<file path="src/rtl/i2s_pkg.sv">
// i2s_pkg: shared I2S defaults, channel encoding and receiver state type.
package i2s_pkg;

   localparam int I2S_DEFAULT_SAMPLE_WIDTH   = 16;
   localparam int I2S_DEFAULT_BITS_PER_FRAME = 64;

   // WS level on the wire: 0 selects the left channel, 1 the right.
   typedef enum logic {
      I2S_LEFT  = 1'b0,
      I2S_RIGHT = 1'b1
   } i2s_chan_t;

   typedef enum logic {
      WAIT_WS = 1'b0,
      RUN     = 1'b1
   } i2s_rx_state_t;

endpackage

</file>
<file path="src/rtl/i2s_sync.sv">
// i2s_sync: WIDTH-bit two-flop synchroniser with synchronous active-high reset.
module i2s_sync #(
   parameter int WIDTH = 1
) (
   input  logic             clk,
   input  logic             reset,
   input  logic [WIDTH-1:0] d,
   output logic [WIDTH-1:0] q
);

   logic [WIDTH-1:0] s1;

   // Two-stage capture of asynchronous inputs into the clk domain.
   always_ff @(posedge clk) begin
      if (reset) begin
         s1 <= '0;
         q  <= '0;
      end else begin
         s1 <= d;
         q  <= s1;
      end
   end

endmodule

</file>
<file path="src/rtl/i2s_rx.sv">
// i2s_rx: I2S stereo receiver in the clk domain. SCLK/WS/SD are synchronised,
// SCLK rises are edge-detected, and one sample_valid pulse is emitted per
// complete left+right pair.
// Optional half-frame length checking is compiled in with I2S_RX_FRAME_CHECK_EN;
// without it frame_error is tied low.
module i2s_rx
   import i2s_pkg::*;
#(
   parameter int SAMPLE_WIDTH   = I2S_DEFAULT_SAMPLE_WIDTH,
   parameter int BITS_PER_FRAME = I2S_DEFAULT_BITS_PER_FRAME
) (
   input  logic                    clk,
   input  logic                    reset,
   input  logic                    i2s_sclk,
   input  logic                    i2s_ws,
   input  logic                    i2s_sd,
   output logic [SAMPLE_WIDTH-1:0] left_channel,
   output logic [SAMPLE_WIDTH-1:0] right_channel,
   output logic                    sample_valid,
   output logic                    frame_error
);

   localparam int             CW   = $clog2(SAMPLE_WIDTH + 1);
   localparam logic [CW-1:0]  FULL = CW'(SAMPLE_WIDTH);

   logic [2:0]              sync_q;
   logic                    sclk_s2, ws_s2, sd_s2, sclk_s3;
   logic                    sclk_rise, ws_chg, shift_en;
   logic                    ws_prev;
   logic [CW-1:0]           bit_cnt;
   i2s_chan_t               chan;
   logic [SAMPLE_WIDTH-1:0] word;
   logic                    word_done;
   logic [SAMPLE_WIDTH-1:0] left_hold;
   logic                    left_ok;
   i2s_rx_state_t           state, state_nxt;

   i2s_sync #(.WIDTH(3)) u_sync (
      .clk   (clk),
      .reset (reset),
      .d     ({i2s_sd, i2s_ws, i2s_sclk}),
      .q     (sync_q)
   );

   assign {sd_s2, ws_s2, sclk_s2} = sync_q;

   // Third SCLK stage, used only for rise detection.
   always_ff @(posedge clk) begin
      if (reset) sclk_s3 <= 1'b0;
      else       sclk_s3 <= sclk_s2;
   end

   assign sclk_rise = sclk_s2 & ~sclk_s3;
   assign ws_chg    = sclk_rise & (ws_s2 != ws_prev);
   // Bits on the WS-change rise are the LSB slot of the previous word; bits
   // beyond SAMPLE_WIDTH (long codec slots) are truncated.
   assign shift_en  = sclk_rise & ~ws_chg & (state == RUN) & (bit_cnt != FULL);

   // State register.
   always_ff @(posedge clk) begin
      if (reset) state <= WAIT_WS;
      else       state <= state_nxt;
   end

   // Next state: shifting is held off until the first WS edge gives alignment.
   always_comb begin
      state_nxt = state;
      case (state)
         WAIT_WS: if (ws_chg) state_nxt = RUN;
         RUN:     state_nxt = RUN;
         default: state_nxt = WAIT_WS;
      endcase
   end

   // Bit counter, channel tracking and word shift register.
   always_ff @(posedge clk) begin
      if (reset) begin
         ws_prev   <= 1'b0;
         bit_cnt   <= '0;
         chan      <= I2S_LEFT;
         word      <= '0;
         word_done <= 1'b0;
      end else begin
         word_done <= shift_en && (bit_cnt == FULL - 1'b1);
         if (sclk_rise) ws_prev <= ws_s2;
         if (ws_chg) begin
            // A partial word is simply abandoned; the counter restart discards it.
            bit_cnt <= '0;
            chan    <= i2s_chan_t'(ws_s2);
         end else if (shift_en) begin
            word    <= {word[SAMPLE_WIDTH-2:0], sd_s2};
            bit_cnt <= bit_cnt + 1'b1;
         end
      end
   end

   // Word completion: park left words, publish only on a right word with a left pending.
   always_ff @(posedge clk) begin
      if (reset) begin
         left_hold     <= '0;
         left_ok       <= 1'b0;
         left_channel  <= '0;
         right_channel <= '0;
         sample_valid  <= 1'b0;
      end else begin
         sample_valid <= 1'b0;
         if (word_done) begin
            if (chan == I2S_LEFT) begin
               left_hold <= word;
               left_ok   <= 1'b1;
            end else if (left_ok) begin
               left_channel  <= left_hold;
               right_channel <= word;
               sample_valid  <= 1'b1;
               left_ok       <= 1'b0;
            end
         end
      end
   end

`ifdef I2S_RX_FRAME_CHECK_EN
   localparam logic [6:0] HALF_BITS = 7'(BITS_PER_FRAME / 2);

   logic [6:0] half_cnt;
   logic       seen_chg;

   // Half-frame length check; the first WS edge after reset has no reference.
   always_ff @(posedge clk) begin
      if (reset) begin
         half_cnt    <= '0;
         seen_chg    <= 1'b0;
         frame_error <= 1'b0;
      end else if (sclk_rise) begin
         if (ws_chg) begin
            if (seen_chg && ((half_cnt != HALF_BITS) || (bit_cnt != FULL)))
               frame_error <= 1'b1;
            seen_chg <= 1'b1;
            half_cnt <= 7'd1;
         end else if (half_cnt != 7'h7f) begin
            half_cnt <= half_cnt + 7'd1;
         end
      end
   end
`else
   assign frame_error = 1'b0;
`endif

endmodule

</file>
<file path="config.mk">
export PLATFORM = sky130hd
export DESIGN_NAME = i2s_rx
export DESIGN_NICKNAME = d
export VERILOG_FILES = /design/src/rtl/i2s_pkg.sv /design/src/rtl/i2s_sync.sv /design/src/rtl/i2s_rx.sv
export SDC_FILE = /design/constraint.sdc
export NUM_CORES = 1
export LEC_CHECK = 0
export BUFFER_PORTS_ARGS = -buffer_cell sky130_fd_sc_hd__buf_2
export CAP_MARGIN = 20
export CORE_ASPECT_RATIO = 0.6
export CORE_MARGIN = 5
export CORE_UTILIZATION = 35
export DETAILED_ROUTE_END_ITERATION = 8
export GPL_TIMING_DRIVEN = 0
export HOLD_SLACK_MARGIN = 0.03
export SETUP_SLACK_MARGIN = 0.15
export SLEW_MARGIN = 25
export SYNTH_ARGS = -nofsm -noshare
export SYNTH_HDL_FRONTEND = slang
export SYNTH_HIERARCHICAL = 1
export SYNTH_SLANG_ARGS = --single-unit
</file>
<file path="constraint.sdc">
create_clock -name clk -period 5.15 [get_ports clk]
set_clock_uncertainty 0.15 [all_clocks]
set_input_delay 0.515 -clock clk [delete_from_list [all_inputs] [get_ports clk]]
set_output_delay 0.515 -clock clk [all_outputs]
set_load 0.05 [all_outputs]
</file>
# After elaboration in Yosys (flattened, before gate mapping)
# Cells that the tools add are included.
classes:
  addsub: 1
  n_eq_ne: 3
  muxes: 4
  bitwise: 10
  n_reduce_logical: 6
ops:
  columns: ["op", "count"]
  rows:
  - ["$add 5x1->5 const B", 1]
  - ["$and 1x1->1", 5]
  - ["$eq 5x4->1 const B", 1]
  - ["$ne 5x5->1 const B", 1]
  - ["$not 1->1", 5]
  - ["$reduce_and 2->1", 2]
  - ["$mux 1", 3]
  - ["$reduce_and 3->1", 1]
  - ["$reduce_or 3->1", 1]
  - ["$pmux 1 s2", 1]
  - ["$reduce_or 2->1", 1]
  - ["$logic_and 1x1->1", 1]
  - ["$ne 1x1->1", 1]
totals:
  ff_bits: 82
  out_inout_bits: 34
  word_cells: 38

# Logic depth before layout (Yosys ltp)
# Gate-level depths: netlist of run 1.
depth:
  word_depth: 8
  depth_mapped: 6
  depth_no_buf: 5

# Hierarchy
# The synthesis of run 1 kept the hierarchy.
modules_own_cells:
  columns: ["mod", "instances", "cells_per_inst", "area_each_um2", "seq_area_each_um2"]
  rows:
  - ["i2s_rx", 1, 329, 2879.0, 1521.5]
  - ["i2s_sync", 1, 12, 157.7, 120.1]

# Least setup slack after synthesis of run 1
# Ideal clock, no wire load.
synth_timing:
  kind: "register -> register"
  startpoint: "reg bit_cnt[0]"
  endpoint: "reg word[10]"
  setup_ps: 72
  arrival_ps: 1490
  required_ps: 4928
  setup_slack_ps: 3439
  path_stages_with_launch: 7
  cell_sequence: "dfxtp_1 > inv_1 > ha_1 > and4bb_2 > nor3_4 > buf_12 > mux2i_1"
synth_via:
  elab_chain_len: 3
synth_lines:
  columns: ["element", "line", "rtl"]
  rows:
  - ["start, declared", "i2s_rx.sv:30", "logic [CW-1:0] bit_cnt;"]
  - ["start signal, assigned", "i2s_rx.sv:92", "bit_cnt <= bit_cnt + 1'b1;"]
  - ["$ne 5x5->1", "i2s_rx.sv:57", "assign shift_en = sclk_rise & ~ws_chg & (state == RUN) & (bit_cnt != FULL);"]
  - ["$and 1x1->1", "i2s_rx.sv:57", null]
  - ["$reduce_and 2->1 (no line)", null, null]
  - ["end signal, assigned", "i2s_rx.sv:91", "word <= {word[SAMPLE_WIDTH-2:0], sd_s2};"]
  - ["end, declared", "i2s_rx.sv:32", "logic [SAMPLE_WIDTH-1:0] word;"]
# No other way between the ends.
# A chain may end at the register's enable or synchronous reset.

# Final worst setup path of run 1
layout_timing:
  startpoint: "reg bit_cnt[0]"
  endpoint: "reg word[12]"
# Same word-level chain as after synthesis.

==> metrics.md, run 1 <==
| Metric | Value |
|---|---|
| HP Class | input port to register |
| Clock-pin slew on the worst setup and hold paths | 0.06 ns |
| Design area | 0.003667 mm² |
| H-tree lvl count | 3 |
| Cell area after synthesis | 0.003037 mm² |
| Critical Path Fanout Max | 10 |
| Min Tclk post-route | 1.982 ns |
| Initial antenna violation count | 0 |
| FF/Latch Area | 0.001642 mm² |
| I/O Buffers | 37 |
| Placed Instance Area | 0.003362 mm² |
| Vias | 2,373 |
| Synth Area in XOR/XNOR | 0.008241 |
| Clock buffer depth | 2 |
| Max-slew violation count | 0 |
| # IOs | 39 |
| Largest cells by area after synthesis | dfxtp_1, nand2_1, a21oi_1 |
| Multi-input logic area | 0.001275 mm² |
| 1st-pass router iterations | 4 |
| Critical Path Start Type | register |
| Vias in the first global route | 2,247 |
| Diodes inserted | 0 |
| Post-synthesis mux area share | 0.05933 |
| Seq/Total Area, Yosys | 0.5406 |
| Critical path origin | bit_cnt[0]$_SDFFE_PP0P_ |
| Share of cells above drive strength 1 | 0.1603 |
| Die Span Y | 82.15 µm |
| Post-synth top area cell | dfxtp_1 |
| Final Hold Vio Count | 0 |
| Synth Area in Adders | 0.01236 |
| P_leak | 0.001362 µW |
| Hold-fix buffers, CTS | 0 |
| DPL Wire Length | 5006 µm |
| Hold path start | i2s_ws |
| Die W | 130.3 µm |
| Die area | 0.01070 mm² |
| Reg-to-Reg Start | bit_cnt[0]$_SDFFE_PP0P_ |
| Largest net degree at the start of global routing | 13 |
| Synth unique cells | 32 |
| Critical path class | register to register |
| Worst-skew pair later-pin latency | 0.33 ns |
| CP arrival | 2.08 ns |
| Post-Route WL | 6855 µm |
| Post-Synth Simple-Gate Area | 0.2262 |
| Mean Syn Cell Area | 8.905 µm² |
| GPL Wtd Cong | 0.7859 |
| Total gr overflow | 0 |
| Standard-cell rows | 26 |
| Fill count | 852 |
| Number of max-cap violations | 0 |
| WL/cell | 13.57 µm |
| Fin Hold WS | 0.2369 ns |
| Via-per-instance ratio | 4.699 |
| Worst Max-Slew Pin Slew | 0.6256 ns |
| Fraction of post-synthesis cell area in the top cell type by area | 0.5406 |
| Final setup fails | 0 |
| Main combinational cell family by area after synthesis | simple AND/OR/NAND/NOR gates |
| CTS buffer count | 9 |
| Critical Path RT | 5.25 ns |
| Final period utilization | 0.3848 |
| NumNets Final | 397 |
| Status | complete, no violations |
| Relative slew margins | 0.5799 |
| TNS Setup | 0 ns |
| P&R area growth vs syn | 20.77% |
| Syn Nets | 349 |
| Post-synthesis compound-gate area fraction | 0.1125 |
| Setup Buffers After CTS | 0 |
| DRC viols | 0 |
| Layout Utilization | 0.4319 |
| RSZ-0062 raised after global routing | no |
| Remaining antenna violation count | 0 |
| Cells after synthesis | 341 |
| Synth warn | 6 |
| Global-route wire length before repair | 11,250 µm |
| Peak VDD IR | 0.1723 mV |
| P per Cell Area | 357.5 mW/mm² |
| CTS Sinks | 82 |
| CTS tree | yes |
| CTS resizes | 0 |
| Core area | 0.008491 mm² |
| PnR Total Power | 1311 µW |
| DRT iter0 DRCs | 159 |
| Tot GR Track Use | 0.1402 |
| Root Buffer | clkbuf_16 |
| Initial Util | 0.3576 |
| Crit end category | register |
| Flip-flop and latch count after synthesis | 82 |
| FMAX | 0.5046 GHz |
-- stage by stage --
stage	setup slack [ns]	std cells
after floorplan	3.439	341
after global placement	3.232	490
after detailed placement	3.211	490
after CTS	3.179	505
after global routing	3.055	505
final	3.168	505
-- registers in the layout, summed over array words and instances, names as in the netlist, 3 cells and up --
register,flops
left_channel,16
left_hold,16
right_channel,16
word,16
bit_cnt,5
u_sync/q,3
u_sync/s1,3
-- path summary, 6_finish.rpt --
check / end / slack, ns / cells after the start
min: u_sync/s1[1]$_SDFF_PP0_ / 0.24 / 2
min reg2reg: u_sync/q[0]$_SDFF_PP0_ / 0.28 / 1
max reg2reg: word[12]$_SDFFE_PP0P_ / 3.17 / 6
max: word[12]$_SDFFE_PP0P_ / 3.17 / 6
-- worst max-delay path, stage by stage (launching register included) --
cell and delay [ns]:
dfxtp_1 0.38, inv_1 0.08, ha_1 0.21, and4bb_2 0.26, nor3_4 0.38, buf_12 0.21
mux2i_1 0.22
-- placed cells by master, fill, tap and decap left out, types with 2 or more instances in the layout --
cell / n
dfxtp_1: 82
a21oi_1: 53
nand4_1: 3
nor2b_1: 9
nor2_1: 6
clkbuf_1: 15
nor3b_1: 2
nand2b_1: 19
nand2_1: 96
mux2i_1: 18
inv_1: 4
o21ai_0: 4
clkbuf_16: 9
ha_1: 3
clkbuf_8: 3
o31ai_1: 3
and3_1: 2
buf_2: 42
nand3_1: 3
-- synth_stat cells, drive strengths merged --
cell type and number:
xnor2 1, buf 7, or4bb 1, o21bai 1, and3 2, clkbuf 14
ha 3, o31ai 3, nor2 6, nor2b 9, xor2 1, or4 1
nor3b 2, nand3b 1, a211oi 1, a311oi 1, nand4 3, o21ai 4
o21ba 1, and4bb 1, conb 1, and3b 1, mux2i 18, a21oi 53
nor3 1, nand3 3, nand2b 19, nand2 96, dfxtp 82, inv 4
-- kinds of logic after synthesis --
group,after synthesis
AND/OR/NAND/NOR,146
flip-flops,82
AO/OA/AOI/OAI,64
buffers and inverters,25
multiplexers,18
adder cells (fa/ha/maj),3
other,1
XOR/XNOR,2
-- power by group --
group	leakage, µW	internal [µW]	switching (µW)	total [µW]
sequential	0.000662	637	1.92	639
combinational	0.000548	8.25	17.0	25.3
clock	0.000152	411	235	647
total	0.00136	1060	254	1310
-- cell type report --
cell class              count  share of cell area
plain buffers              21             0.02866
clock buffers              13             0.07369
clock inverters             2            0.009553
inverters                   4            0.004094
multi-input cells         234              0.3477
flip-flops and latches     82              0.4476
well taps                 112             0.03821
repair buffers             37             0.05049
-- layer usage --
layer | GRT usage | share of wire | vias up
met5 | 0 | 0 | -
met4 | 0.06328 | 0.017 | 0
met3 | 0.04627 | 0.062 | 13
met2 | 0.1820 | 0.37 | 52
met1 | 0.2065 | 0.55 | 1088
li1 | - | - | 1220
Note: power is estimated with default switching activity, not from simulation.
==> run 2: changes to the inputs <==
- ABC_AREA: unset -> 1
- clock period: 5.15 -> 1.9 ns (I/O delays scaled with it)
==> metrics.md, run 2 <==
| Metric | Value |
|---|---|
| Status | complete, no violations (unchanged) |
| Post-synth top area cell | dfxtp_1 (unchanged) |
| Number of max-cap violations | 0 (unchanged) |
| Synth warn | 6 (unchanged) |
| I/O Buffers | 37 (unchanged) |
| FMAX | 0.6076 GHz (was 0.5046 GHz) |
| P_leak | 0.001547 µW (was 0.001362 µW) |
| Worst Reg-to-Reg Cells | 9 (was 6) |
| TNS Setup | 0 ns (unchanged) |
| Critical Path Start Type | register (unchanged) |
| Post-synth top cells | dfxtp_1, a21oi_1, inv_1 (was nand2_1, dfxtp_1, a21oi_1) |
| Largest net degree at the start of global routing | 14 (was 13) |
| Commonest non-fill, non-tap cell in the layout | dfxtp_1 (was nand2_1) |
| Die Span Y | 81.96 µm (was 82.15 µm) |
| Root Buffer | clkbuf_16 (unchanged) |
| Post-synth EDFFs | 0 (unchanged) |
| Initial antenna violation count | 0 (unchanged) |
| Cell area after synthesis | 0.003020 mm² (was 0.003037 mm²) |
| Clock-pin slew on the worst setup and hold paths | 0.06 ns (about the same) |
| # IOs | 39 (unchanged) |
| Vias | 2,526 (was 2,373) |
| H-tree lvl count | 3 (unchanged) |
| Post-Synth Simple-Gate Area | 0.1512 (was 0.2262) |
| Die W | 129.9 µm (was 130.3 µm) |
| Final Hold Vio Count | 0 (unchanged) |
| Max-slew violation count | 0 (unchanged) |
| Critical Path Fanout Max | 10 (unchanged) |
| Synth unique cells | 23 (was 32) |
| CTS buffer count | 9 (unchanged) |
| Flip-flop and latch count after synthesis | 82 (unchanged) |
| Final period utilization | 0.8663 (was 0.3848) |
| Hold-critical path depth | 2 (unchanged) |
| NumNets Final | 440 (was 397) |
| GPL Wtd Cong | 0.8279 (was 0.7859) |
| Design area | 0.003730 mm² (was 0.003667 mm²) |
| Min-Delay Endpoint | u_sync/q[1]$_SDFF_PP0_ (was u_sync/s1[1]$_SDFF_PP0_) |
| Syn Nets | 385 (was 349) |
| DRC viols | 0 (unchanged) |
| Fin Hold WS | 0.2588 ns (was 0.2369 ns) |
| Via-per-instance ratio | 4.601 (was 4.699) |
| Synth Area in XOR/XNOR | 0.002900 (was 0.008241) |
| Critical Path RT | 1.96 ns (was 5.25 ns) |
| DRT iter0 DRCs | 179 (was 159) |
| RSZ-0062 raised after global routing | no (unchanged) |
| HP Class | register to register (was input port to register) |
| Hold path start | u_sync/s1[1]$_SDFF_PP0_ (was i2s_ws) |
| Min Tclk post-route | 1.646 ns (was 1.982 ns) |
| Standard-cell rows | 26 (unchanged) |
| Post-synthesis compound-gate area fraction | 0.1785 (was 0.1125) |
| Tot GR Track Use | 0.1443 (was 0.1402) |
| Worst-skew pair later-pin latency | 0.34 ns (was 0.33 ns) |
| 1st-pass router iterations | 4 (unchanged) |
| Final setup fails | 0 (unchanged) |
| Global-route wire length before repair | 11,640 µm (was 11,250 µm) |
| CP arrival | 1.70 ns (was 2.08 ns) |
| Mean Syn Cell Area | 8.012 µm² (was 8.905 µm²) |
| Initial Util | 0.3571 (was 0.3576) |
| Peak VDD IR | 0.4656 mV (was 0.1723 mV) |
| Total gr overflow | 0 (unchanged) |
| Reg-to-Reg Start | bit_cnt[0]$_SDFFE_PP0P_ (unchanged) |
| DPL Wire Length | 5053 µm (was 5006 µm) |
| Top_reg_cell synth | dfxtp_1 (unchanged) |
| Placed Instance Area | 0.003346 mm² (was 0.003362 mm²) |
| Terminus of the critical flop-to-flop path | word[4]$_SDFFE_PP0P_ (was word[12]$_SDFFE_PP0P_) |
| Critical path class | register to register (unchanged) |
| Main combinational cell family by area after synthesis | compound AO/OA/AOI/OAI gates (was simple AND/OR/NAND/NOR gates) |
| Core area | 0.008458 mm² (was 0.008491 mm²) |
| CTS tree | yes (unchanged) |
| Crit end category | register (unchanged) |
| Seq/Total Area, Yosys | 0.5435 (was 0.5406) |
| Count leader, synth | dfxtp_1 (was nand2_1) |
| CTS Sinks | 82 (unchanged) |
| WL/cell | 12.84 µm (was 13.57 µm) |
| Share of cells above drive strength 1 | 0.1625 (was 0.1603) |
| Most frequent cells in the layout | dfxtp_1, a21oi_1, inv_1 (was nand2_1, dfxtp_1, a21oi_1) |
| Fraction of post-synthesis cell area in the top cell type by area | 0.5435 (was 0.5406) |
| Largest cells by area after synthesis | dfxtp_1, a21oi_1, o21ai_0 (was dfxtp_1, nand2_1, a21oi_1) |
| Die area | 0.01065 mm² (was 0.01070 mm²) |
| Vias in the first global route | 2,437 (was 2,247) |
| Clock buffer depth | 2 (unchanged) |
| Synth Area in Adders | 0.01243 (was 0.01236) |
| P&R area growth vs syn | 23.49% (was 20.77%) |
| Post-Route WL | 7048 µm (was 6855 µm) |
| Cells after synthesis | 377 (was 341) |
| Remaining antenna violation count | 0 (unchanged) |
| P per Cell Area | 963.6 mW/mm² (was 357.5 mW/mm²) |
| Async S/R FF share, synth | 0 (unchanged) |
| R2r setup slk | 0.25 ns (was 3.17 ns) |
| Post-synthesis mux area share | 0 (was 0.05933) |
| Diodes inserted | 0 (unchanged) |
| Fill count | 850 (was 852) |
run 2: changes by cell type in the layout (fill, tap and decap cells not counted), moves of 3 or more:
cell,before,now
nor2_1,6,40
buf_2,42,45
nor2b_1,9,0
o21ai_0,4,50
nand3_1,3,23
mux2i_1,18,0
a21oi_1,53,56
nand2_1,96,33
dlygate4sd3_1,0,7
clkbuf_1,15,10
nand2b_1,19,0
o31ai_1,3,0
inv_1,4,55
run 2: how the worst max path moves through the flow:
| stage | startpoint | to | cells after the start |
|---|---|---|---|
| 2_1_floorplan | bit_cnt[0]$_SDFFE_PP0P_ | word[2]$_SDFFE_PP0P_ | 9 |
| 3_3_place_gp | word_done$_SDFF_PP0_ | left_hold[12]$_SDFFE_PP0P_ | 6 |
| 3_5_place_dp | word_done$_SDFF_PP0_ | left_hold[12]$_SDFFE_PP0P_ | 6 |
| 4_1_cts | word_done$_SDFF_PP0_ | left_hold[12]$_SDFFE_PP0P_ | 6 |
| 5_1_grt | bit_cnt[0]$_SDFFE_PP0P_ | word[15]$_SDFFE_PP0P_ | 9 |
| 6_report | bit_cnt[0]$_SDFFE_PP0P_ | word[4]$_SDFFE_PP0P_ | 9 |
run 2: cells by family (layout without fill, tap and decap cells):
| family | Yosys count | after routing |
|---|---|---|
| compound gates | 107 | 107 |
| simple gates | 104 | 104 |
| flops | 82 | 82 |
| buf+inv | 79 | 139 |
| fa+ha+maj | 3 | 3 |
| other cells | 1 | 1 |
| xor+xnor | 1 | 1 |
run 2: area by class of cell:
class,count,area (µm²),share of cell area
tap,112,140.1,0.03757
clock inverter,4,50.05,0.01342
sequential,82,1642,0.4401
timing repair buffer,44,255.2,0.06843
inverter,56,210.2,0.05636
clock buffer,12,256.5,0.06877
buffer,23,122.6,0.03287
multi-input combinational,216,1054,0.2825
run 2: metrics by stage:
stage | worst slack (ns) | cells | utilization | power [µW]
2_1_floorplan | 0.4798 | 377 | - | 1827
3_3_place_gp | 0.3232 | 526 | 0.3956 | 1856
3_5_place_dp | 0.2861 | 526 | 0.3956 | 1857
4_1_cts | 0.2715 | 549 | 0.4401 | 3638
5_1_grt | 0.1343 | 549 | 0.4410 | 3732
6_report | 0.2541 | 549 | 0.4410 | 3594
run 2: worst max-delay path, stage by stage (launching register included):
cell and delay (ns):
dfxtp_1 0.39, inv_1 0.08, ha_1 0.20, nand2_1 0.06, inv_1 0.07, nand2_1 0.08
nand3_2 0.12, buf_2 0.21, nand2_1 0.08, a21oi_1 0.06
run 2: per-layer routing:
metal	vias to the layer above	part of all wire	global-route usage
met2	63	0.40	0.2020
li1	1316	-	-
met1	1137	0.50	0.1998
met5	-	0	0
met4	0	0.014	0.05602
met3	10	0.086	0.05458
run 2: power breakdown:
group	total [µW]	leakage (µW)	switching, µW	internal [µW]
Sequential	1730	0.000662	3.45	1730
Combinational	99.2	0.000741	66.8	32.4
Clock	1760	0.000145	677	1090
run 2: repair_timing:
item,CTS,global route
hold endpoints to repair,7,0
setup endpoints to repair,0,2
buffers inserted,0,0
hold buffers,7,0
gates resized for setup,0,1
